--- src/rtl/axis_data_mover_pkg.sv ---
// Shared types and width helpers for the AXI-stream sweep data mover.
package axis_data_mover_pkg;

  typedef enum logic [2:0] {
    S_IDLE, S_SEEK, S_REQUEST, S_RESPONSE, S_EMIT, S_FINISH
  } state_e;

  localparam int MAX_CHANNELS = 64;

  // Index must be able to step one past the last channel.
  function automatic int idx_width(input int channels);
    return $clog2(channels + 1);
  endfunction

  function automatic int cnt_width(input int timeout);
    return $clog2(timeout + 1);
  endfunction

endpackage

--- src/rtl/axis_sweep_data_mover_if.sv ---
// Request, response and output streams of the sweep data mover, bundled in one interface.
interface axis_sweep_data_mover_if #(
  parameter int DATA_WIDTH = 32,
  parameter int ADDR_WIDTH = 32,
  parameter int DEST_WIDTH = 8
);
  logic [ADDR_WIDTH-1:0] req_data;
  logic                  req_valid;
  logic                  req_ready;
  logic [DATA_WIDTH-1:0] rsp_data;
  logic                  rsp_valid;
  logic                  rsp_ready;
  logic [DATA_WIDTH-1:0] out_data;
  logic [DEST_WIDTH-1:0] out_dest;
  logic                  out_valid;
  logic                  out_ready;
  logic                  out_last;

  modport master (
    output req_data, req_valid, input req_ready,
    input rsp_data, rsp_valid, output rsp_ready,
    output out_data, out_dest, out_valid, out_last, input out_ready
  );

  modport slave (
    input req_data, req_valid, output req_ready,
    output rsp_data, rsp_valid, input rsp_ready,
    input out_data, out_dest, out_valid, out_last, output out_ready
  );
endinterface

--- src/rtl/axis_sweep_data_mover.sv ---
// Sweeps the enabled channels once per start: request a word, wait (bounded) for the
// response, forward it tagged with the channel's destination.
module axis_sweep_data_mover
  import axis_data_mover_pkg::*;
#(
  parameter int DATA_WIDTH     = 32,
  parameter int ADDR_WIDTH     = 32,
  parameter int DEST_WIDTH     = 8,
  parameter int CHANNEL_NUMBER = 4,
  parameter logic [ADDR_WIDTH-1:0] SOURCE_ADDR [CHANNEL_NUMBER] = '{1, 2, 3, 4},
  parameter logic [31:0]           TARGET_ADDR [CHANNEL_NUMBER] = '{1, 2, 3, 4},
  parameter int TIMEOUT_CYCLES = 64
) (
  input  logic                      clock,
  input  logic                      reset,
  input  logic                      start,
  input  logic [CHANNEL_NUMBER-1:0] channel_enable,
  output logic                      busy,
  output logic                      done,
  output logic                      timeout_error,
  axis_sweep_data_mover_if.master   bus
);

  localparam int IDX_W = idx_width(CHANNEL_NUMBER);
  localparam int CNT_W = cnt_width(TIMEOUT_CYCLES);
  localparam logic [IDX_W-1:0] LAST_IDX = IDX_W'(CHANNEL_NUMBER - 1);
  localparam logic [CNT_W-1:0] CNT_MAX  = CNT_W'(TIMEOUT_CYCLES - 1);

  // Table lookups are loops so the index may be wider than the table.
  function automatic logic [ADDR_WIDTH-1:0] src_of(input logic [IDX_W-1:0] i);
    src_of = '0;
    for (int c = 0; c < CHANNEL_NUMBER; c++)
      if (i == IDX_W'(c)) src_of = SOURCE_ADDR[c];
  endfunction

  function automatic logic [DEST_WIDTH-1:0] dest_of(input logic [IDX_W-1:0] i);
    dest_of = '0;
    for (int c = 0; c < CHANNEL_NUMBER; c++)
      if (i == IDX_W'(c)) dest_of = DEST_WIDTH'(TARGET_ADDR[c]);
  endfunction

  function automatic logic en_of(input logic [CHANNEL_NUMBER-1:0] m, input logic [IDX_W-1:0] i);
    en_of = 1'b0;
    for (int c = 0; c < CHANNEL_NUMBER; c++)
      if (i == IDX_W'(c)) en_of = m[c];
  endfunction

  function automatic logic [IDX_W-1:0] highest(input logic [CHANNEL_NUMBER-1:0] m);
    highest = '0;
    for (int c = 0; c < CHANNEL_NUMBER; c++)
      if (m[c]) highest = IDX_W'(c);
  endfunction

  state_e                    state_q, state_d;
  logic [IDX_W-1:0]          idx_q, idx_d;
  logic [CHANNEL_NUMBER-1:0] mask_q, mask_d;
  logic [CNT_W-1:0]          cnt_q, cnt_d;
  logic [DATA_WIDTH-1:0]     data_q, data_d;
  logic                      terr_q, terr_d;

  always_comb begin
    state_d = state_q;
    idx_d   = idx_q;
    mask_d  = mask_q;
    cnt_d   = cnt_q;
    data_d  = data_q;
    terr_d  = terr_q;
    unique case (state_q)
      S_IDLE: if (start) begin
        mask_d  = channel_enable;
        terr_d  = 1'b0;
        idx_d   = '0;
        state_d = S_SEEK;
      end
      S_SEEK: begin
        // A timeout on the last channel leaves idx one past the end.
        if (idx_q > LAST_IDX) state_d = S_FINISH;
        else if (en_of(mask_q, idx_q)) state_d = S_REQUEST;
        else begin
          idx_d = idx_q + 1'b1;
          if (idx_q == LAST_IDX) state_d = S_FINISH;
        end
      end
      S_REQUEST: if (bus.req_ready) begin
        cnt_d   = '0;
        state_d = S_RESPONSE;
      end
      S_RESPONSE: begin
        if (bus.rsp_valid) begin
          data_d  = bus.rsp_data;
          state_d = S_EMIT;
        end else if (cnt_q == CNT_MAX) begin
          terr_d  = 1'b1;
          idx_d   = idx_q + 1'b1;
          state_d = S_SEEK;
        end else begin
          cnt_d = cnt_q + 1'b1;
        end
      end
      S_EMIT: if (bus.out_ready) begin
        idx_d   = idx_q + 1'b1;
        state_d = (idx_q == LAST_IDX) ? S_FINISH : S_SEEK;
      end
      S_FINISH: state_d = S_IDLE;
      default:  state_d = S_IDLE;
    endcase
  end

  always_ff @(posedge clock) begin
    if (reset) begin
      state_q <= S_IDLE;
      idx_q   <= '0;
      mask_q  <= '0;
      cnt_q   <= '0;
      data_q  <= '0;
      terr_q  <= 1'b0;
    end else begin
      state_q <= state_d;
      idx_q   <= idx_d;
      mask_q  <= mask_d;
      cnt_q   <= cnt_d;
      data_q  <= data_d;
      terr_q  <= terr_d;
    end
  end

  assign busy          = (state_q != S_IDLE);
  assign done          = (state_q == S_FINISH);
  assign timeout_error = terr_q;

  assign bus.req_valid = (state_q == S_REQUEST);
  assign bus.req_data  = src_of(idx_q);
  assign bus.rsp_ready = (state_q == S_RESPONSE);
  assign bus.out_valid = (state_q == S_EMIT);
  assign bus.out_data  = data_q;
  assign bus.out_dest  = bus.out_valid ? dest_of(idx_q) : '0;
  assign bus.out_last  = bus.out_valid && (idx_q == highest(mask_q));

endmodule

--- src/flat_wrapper.sv ---
// flat-port wrapper written by rule: the top's interface ports become plain ports
module axis_sweep_data_mover_flat import axis_data_mover_pkg::*;
#(
  parameter int DATA_WIDTH     = 32,
  parameter int ADDR_WIDTH     = 32,
  parameter int DEST_WIDTH     = 8,
  parameter int CHANNEL_NUMBER = 4,
  parameter logic [ADDR_WIDTH-1:0] SOURCE_ADDR [CHANNEL_NUMBER] = '{1, 2, 3, 4},
  parameter logic [31:0]           TARGET_ADDR [CHANNEL_NUMBER] = '{1, 2, 3, 4},
  parameter int TIMEOUT_CYCLES = 64
)
  (clock, reset, start, channel_enable, busy, done, timeout_error, bus_req_data, bus_req_valid, bus_req_ready, bus_rsp_data, bus_rsp_valid, bus_rsp_ready, bus_out_data, bus_out_dest, bus_out_valid, bus_out_last, bus_out_ready);
  axis_sweep_data_mover_if #(.DATA_WIDTH(DATA_WIDTH), .ADDR_WIDTH(ADDR_WIDTH), .DEST_WIDTH(DEST_WIDTH)) bus_i ();
  input  logic clock;
  input  logic reset;
  input  logic start;
  input  logic [CHANNEL_NUMBER-1:0] channel_enable;
  output logic busy;
  output logic done;
  output logic timeout_error;
  output wire logic [$bits(bus_i.req_data)-1:0] bus_req_data;
  output wire logic [$bits(bus_i.req_valid)-1:0] bus_req_valid;
  input wire logic [$bits(bus_i.req_ready)-1:0] bus_req_ready;
  input wire logic [$bits(bus_i.rsp_data)-1:0] bus_rsp_data;
  input wire logic [$bits(bus_i.rsp_valid)-1:0] bus_rsp_valid;
  output wire logic [$bits(bus_i.rsp_ready)-1:0] bus_rsp_ready;
  output wire logic [$bits(bus_i.out_data)-1:0] bus_out_data;
  output wire logic [$bits(bus_i.out_dest)-1:0] bus_out_dest;
  output wire logic [$bits(bus_i.out_valid)-1:0] bus_out_valid;
  output wire logic [$bits(bus_i.out_last)-1:0] bus_out_last;
  input wire logic [$bits(bus_i.out_ready)-1:0] bus_out_ready;
  assign bus_req_data = bus_i.req_data;
  assign bus_req_valid = bus_i.req_valid;
  assign bus_i.req_ready = bus_req_ready;
  assign bus_i.rsp_data = bus_rsp_data;
  assign bus_i.rsp_valid = bus_rsp_valid;
  assign bus_rsp_ready = bus_i.rsp_ready;
  assign bus_out_data = bus_i.out_data;
  assign bus_out_dest = bus_i.out_dest;
  assign bus_out_valid = bus_i.out_valid;
  assign bus_out_last = bus_i.out_last;
  assign bus_i.out_ready = bus_out_ready;
  axis_sweep_data_mover #(.DATA_WIDTH(DATA_WIDTH), .ADDR_WIDTH(ADDR_WIDTH), .DEST_WIDTH(DEST_WIDTH), .CHANNEL_NUMBER(CHANNEL_NUMBER), .SOURCE_ADDR(SOURCE_ADDR), .TARGET_ADDR(TARGET_ADDR), .TIMEOUT_CYCLES(TIMEOUT_CYCLES)) u_core (.clock(clock), .reset(reset), .start(start), .channel_enable(channel_enable), .busy(busy), .done(done), .timeout_error(timeout_error), .bus(bus_i));
endmodule
--- config.mk ---
export PLATFORM = sky130hd
export DESIGN_NAME = axis_sweep_data_mover_flat
export DESIGN_NICKNAME = d
export VERILOG_FILES = /design/src/rtl/axis_data_mover_pkg.sv /design/src/rtl/axis_sweep_data_mover_if.sv /design/src/rtl/axis_sweep_data_mover.sv /design/src/flat_wrapper.sv
export SDC_FILE = /design/constraint.sdc
export NUM_CORES = 1
export LEC_CHECK = 0
export CORE_MARGIN = 1.5
export CORE_UTILIZATION = 25
export DETAILED_ROUTE_END_ITERATION = 8
export GPL_TIMING_DRIVEN = 0
export PLACE_DENSITY = 0.49
export SLEW_MARGIN = 20
export SYNTH_ARGS = -nofsm -noshare
export SYNTH_HDL_FRONTEND = slang
export SYNTH_SLANG_ARGS = --single-unit
--- constraint.sdc ---
create_clock -name clock -period 2.8 [get_ports clock]
set_clock_uncertainty 0.1 [all_clocks]
set_input_delay 0.56 -clock clock [delete_from_list [all_inputs] [get_ports clock]]
set_output_delay 0.56 -clock clock [all_outputs]
set_load 0.05 [all_outputs]
==> results_dict.tcl <==
set metrics [dict create \
    grt_overflow 0 \
    antennaDiodeCount 0 \
    routabilityCongestion 0.7673 \
    path_class "flop to output pin" \
    critPathArrivalTime_ns 2.06 \
    cp-startpoint "u_core.state_q[1]$_SDFFE_PP0P_" \
    io_buffers 86 \
    viasPerCell 4.162 \
    antenna_found_initial 0 \
    slowest_stage "clkdlybuf4s50_1" \
    peakVddDrop_v 0.0002423 \
    initial_core_util_pct 25.86 \
    setup_tns_ns 0 \
    drv_cap 0 \
    status "finished clean" \
    rsz0062_at_grt "false" \
    power_mw 1.668 \
    hold_ws_ns 0.3375 \
    layout.nets 496 \
    slew_headroom_pct 58.91 \
    syn-mean-instance-area_um2 8.327 \
    hpwl_um 5391 \
    fp-row-count 37 \
    io_pins 121 \
    layout_common_cells "clkdlybuf4s50_1 (77), nand2_1 (74), dfxtp_1 (49), a21oi_1 (44), buf_4 (35)" \
    cts.sinks 50 \
    firstDrtPassIters 4 \
    powerDensity_mw_per_mm2 422.9 \
    grt_max_degree 17 \
    p_leak_nw 1.610 \
    synth_edf_count 0 \
    grt_pass1_wl_um 11030 \
    syn_inst 322 \
    final_common_cell "clkdlybuf4s50_1" \
    drc 0 \
    fin_cells 585 \
    path_max_fanout 10 \
    seq_area_frac_synth_pct 37.33 \
    cts_tree "built" \
    drive_above_1_share_pct 17.59 \
    tightestPinTransition_ns 0.6164 \
    grt_usage_pct 11.96 \
    synthFlopType "dfxtp_1" \
    worst_ep_required_time_ns 2.14 \
    clk_path_buf_depth 2 \
    hold_viol_final 0 \
    grt_pass1_vias 2248 \
    cts.clk_slew.worst_paths_ns 0.09 \
    crit_path_start_kind "flop" \
    htree_levels 2 \
    hold_start "u_core.cnt_q[6]$_SDFFE_PP0P_" \
    setup_viol 0 \
    die_w_um 106.6 \
    die_y_um 106.6 \
    period_needed_ns 2.717 \
    hp-class "flop to flop" \
    synthesis.area_mm2 0.002681 \
    vias 2435 \
    ys_types 54 \
    max_stage_delay_ns 0.75 \
    cp-end-kind "output pin" \
    syn2layout_area_growth_pct 47.08 \
    synth_warnings 0 \
    async_flop_share_pct 0 \
    wire_per_inst_um 11.73 \
    finalMaxSlewViolations 0 \
    crit_chain "buf_6, or3_1, clkdlybuf4s50_1" \
    antenna_left 0 \
    die_area_mm2 0.01136 \
    crit_buf_inv 2 \
    wl_um 6862 \
    cts_root_buffer "clkbuf_8" \
    core_area_mm2 0.01037 \
    drtIter0Drc 75 \
    synth-seq-cells 50 \
    period_share_pct 97.03 \
    cts_buffers 5 \
    cp_top_family "buffers and inverters" \
    clk_latency_ns 0.30 \
    fmax_mhz 368.1 \
    dp_cells 577 \
    r2r_start "u_core.idx_q[0]$_SDFFE_PP0P_" \
]
## state kept, by name, indices dropped and copies added, names as in the netlist
signal / cells
u_core.idx_q: 3
u_core.mask_q: 4
u_core.state_q: 3
u_core.timeout_error: 1
u_core.cnt_q: 7
u_core.bus.out_data: 32
## cell type report
class / instances / area [um^2]
plain buffers: 49 / 339.1
clock buffers: 6 / 82.58
clock inverters: 2 / 16.27
fillers: 1097 / 6426
inverters: 9 / 35.03
multi-input cells: 247 / 1446
flip-flops and latches: 50 / 1002
well taps: 136 / 170.2
repair buffers: 86 / 852.1
## worst reg2reg max path, cell delays in order, from the launching register on
cell and delay [ns]:
dfxtp_1 0.46, inv_1 0.13, ha_1 0.26, nor2b_1 0.17
a2111oi_4 0.37, o211ai_1 0.20, o21a_1 0.16, a2111oi_2 0.28
## routing by layer
layer  up-vias  part of all wire (%)  GRT usage [%]  wire length, um
li1       1261                     -              -                -
met1      1105                    47          16.20             3243
met2        65                    47          19.37             3213
met3         4                   5.2          2.514              355
met4         0                  0.71          2.857               49
met5         -                     0              0                0
## per-stage QoR
stage | setup WS (ns) | util (%) | instance area, um^2
final | 0.08318 | 38.03 | 3944
after global routing | 0.0008613 | 38.03 | 3944
after CTS | 0.003597 | 38.01 | 3941
after detailed placement | -0.2335 | 37.08 | 3845
after global placement | -0.2480 | 37.08 | 3845
after floorplan | -0.009523 | - | 2814
## cell usage after synthesis, drive strengths merged, types with 2 or more instances
cell type,count,area [um^2]
a2111oi,4,66.32
a211oi,2,20.02
a21oi,45,229.0
a31oi,2,12.51
and2b,2,15.01
and3,2,12.51
buf,41,309.0
clkbuf,8,30.03
dfxtp,50,1001
ha,6,75.07
inv,8,30.03
mux2,3,41.29
mux2i,5,50.05
nand2,75,284.0
nand2b,4,32.53
nand3,7,35.03
nor2,19,81.33
nor2b,5,38.78
nor3,3,15.01
nor3b,3,38.79
o211ai,3,36.28
o21a,3,22.52
o21ai,2,10.00
xnor2,6,52.55
## kinds of logic (layout without fill, tap and decap cells)
family | Yosys count | after routing | share of synthesized area, %
fa+ha+maj | 6 | 6 | 2.800
xor+xnor | 7 | 7 | 2.287
compound gates | 66 | 66 | 16.61
mux | 8 | 8 | 3.407
simple gates | 126 | 126 | 23.47
flops | 50 | 50 | 37.33
other cells | 1 | 34 | 0.1399
buf+inv | 58 | 152 | 13.95
## path summary, 6_finish.rpt
path                               endpoint  slack (ns)  depth (start not counted)
max                                    busy        0.08                          3
min reg2reg    u_core.cnt_q[6]$_SDFFE_PP0P_        0.34                          2
max reg2reg  u_core.state_q[2]$_SDFFE_PP0P_        0.57                          7
min            u_core.cnt_q[6]$_SDFFE_PP0P_        0.34                          2
## where the power goes
part	internal [mW]	switching, mW	total, mW
Sequential	0.724	0.0170	0.741
Clock	0.204	0.250	0.454
Combinational	0.184	0.288	0.472
Total	1.11	0.555	1.67
## repair_timing
action / CTS / global route
resized for setup: 20 / 6
endpoints found under the setup margin: 8 / 8
hold buffers: 0 / 0
setup buffers: 0 / 0
Power figures use the tool's default switching activity.
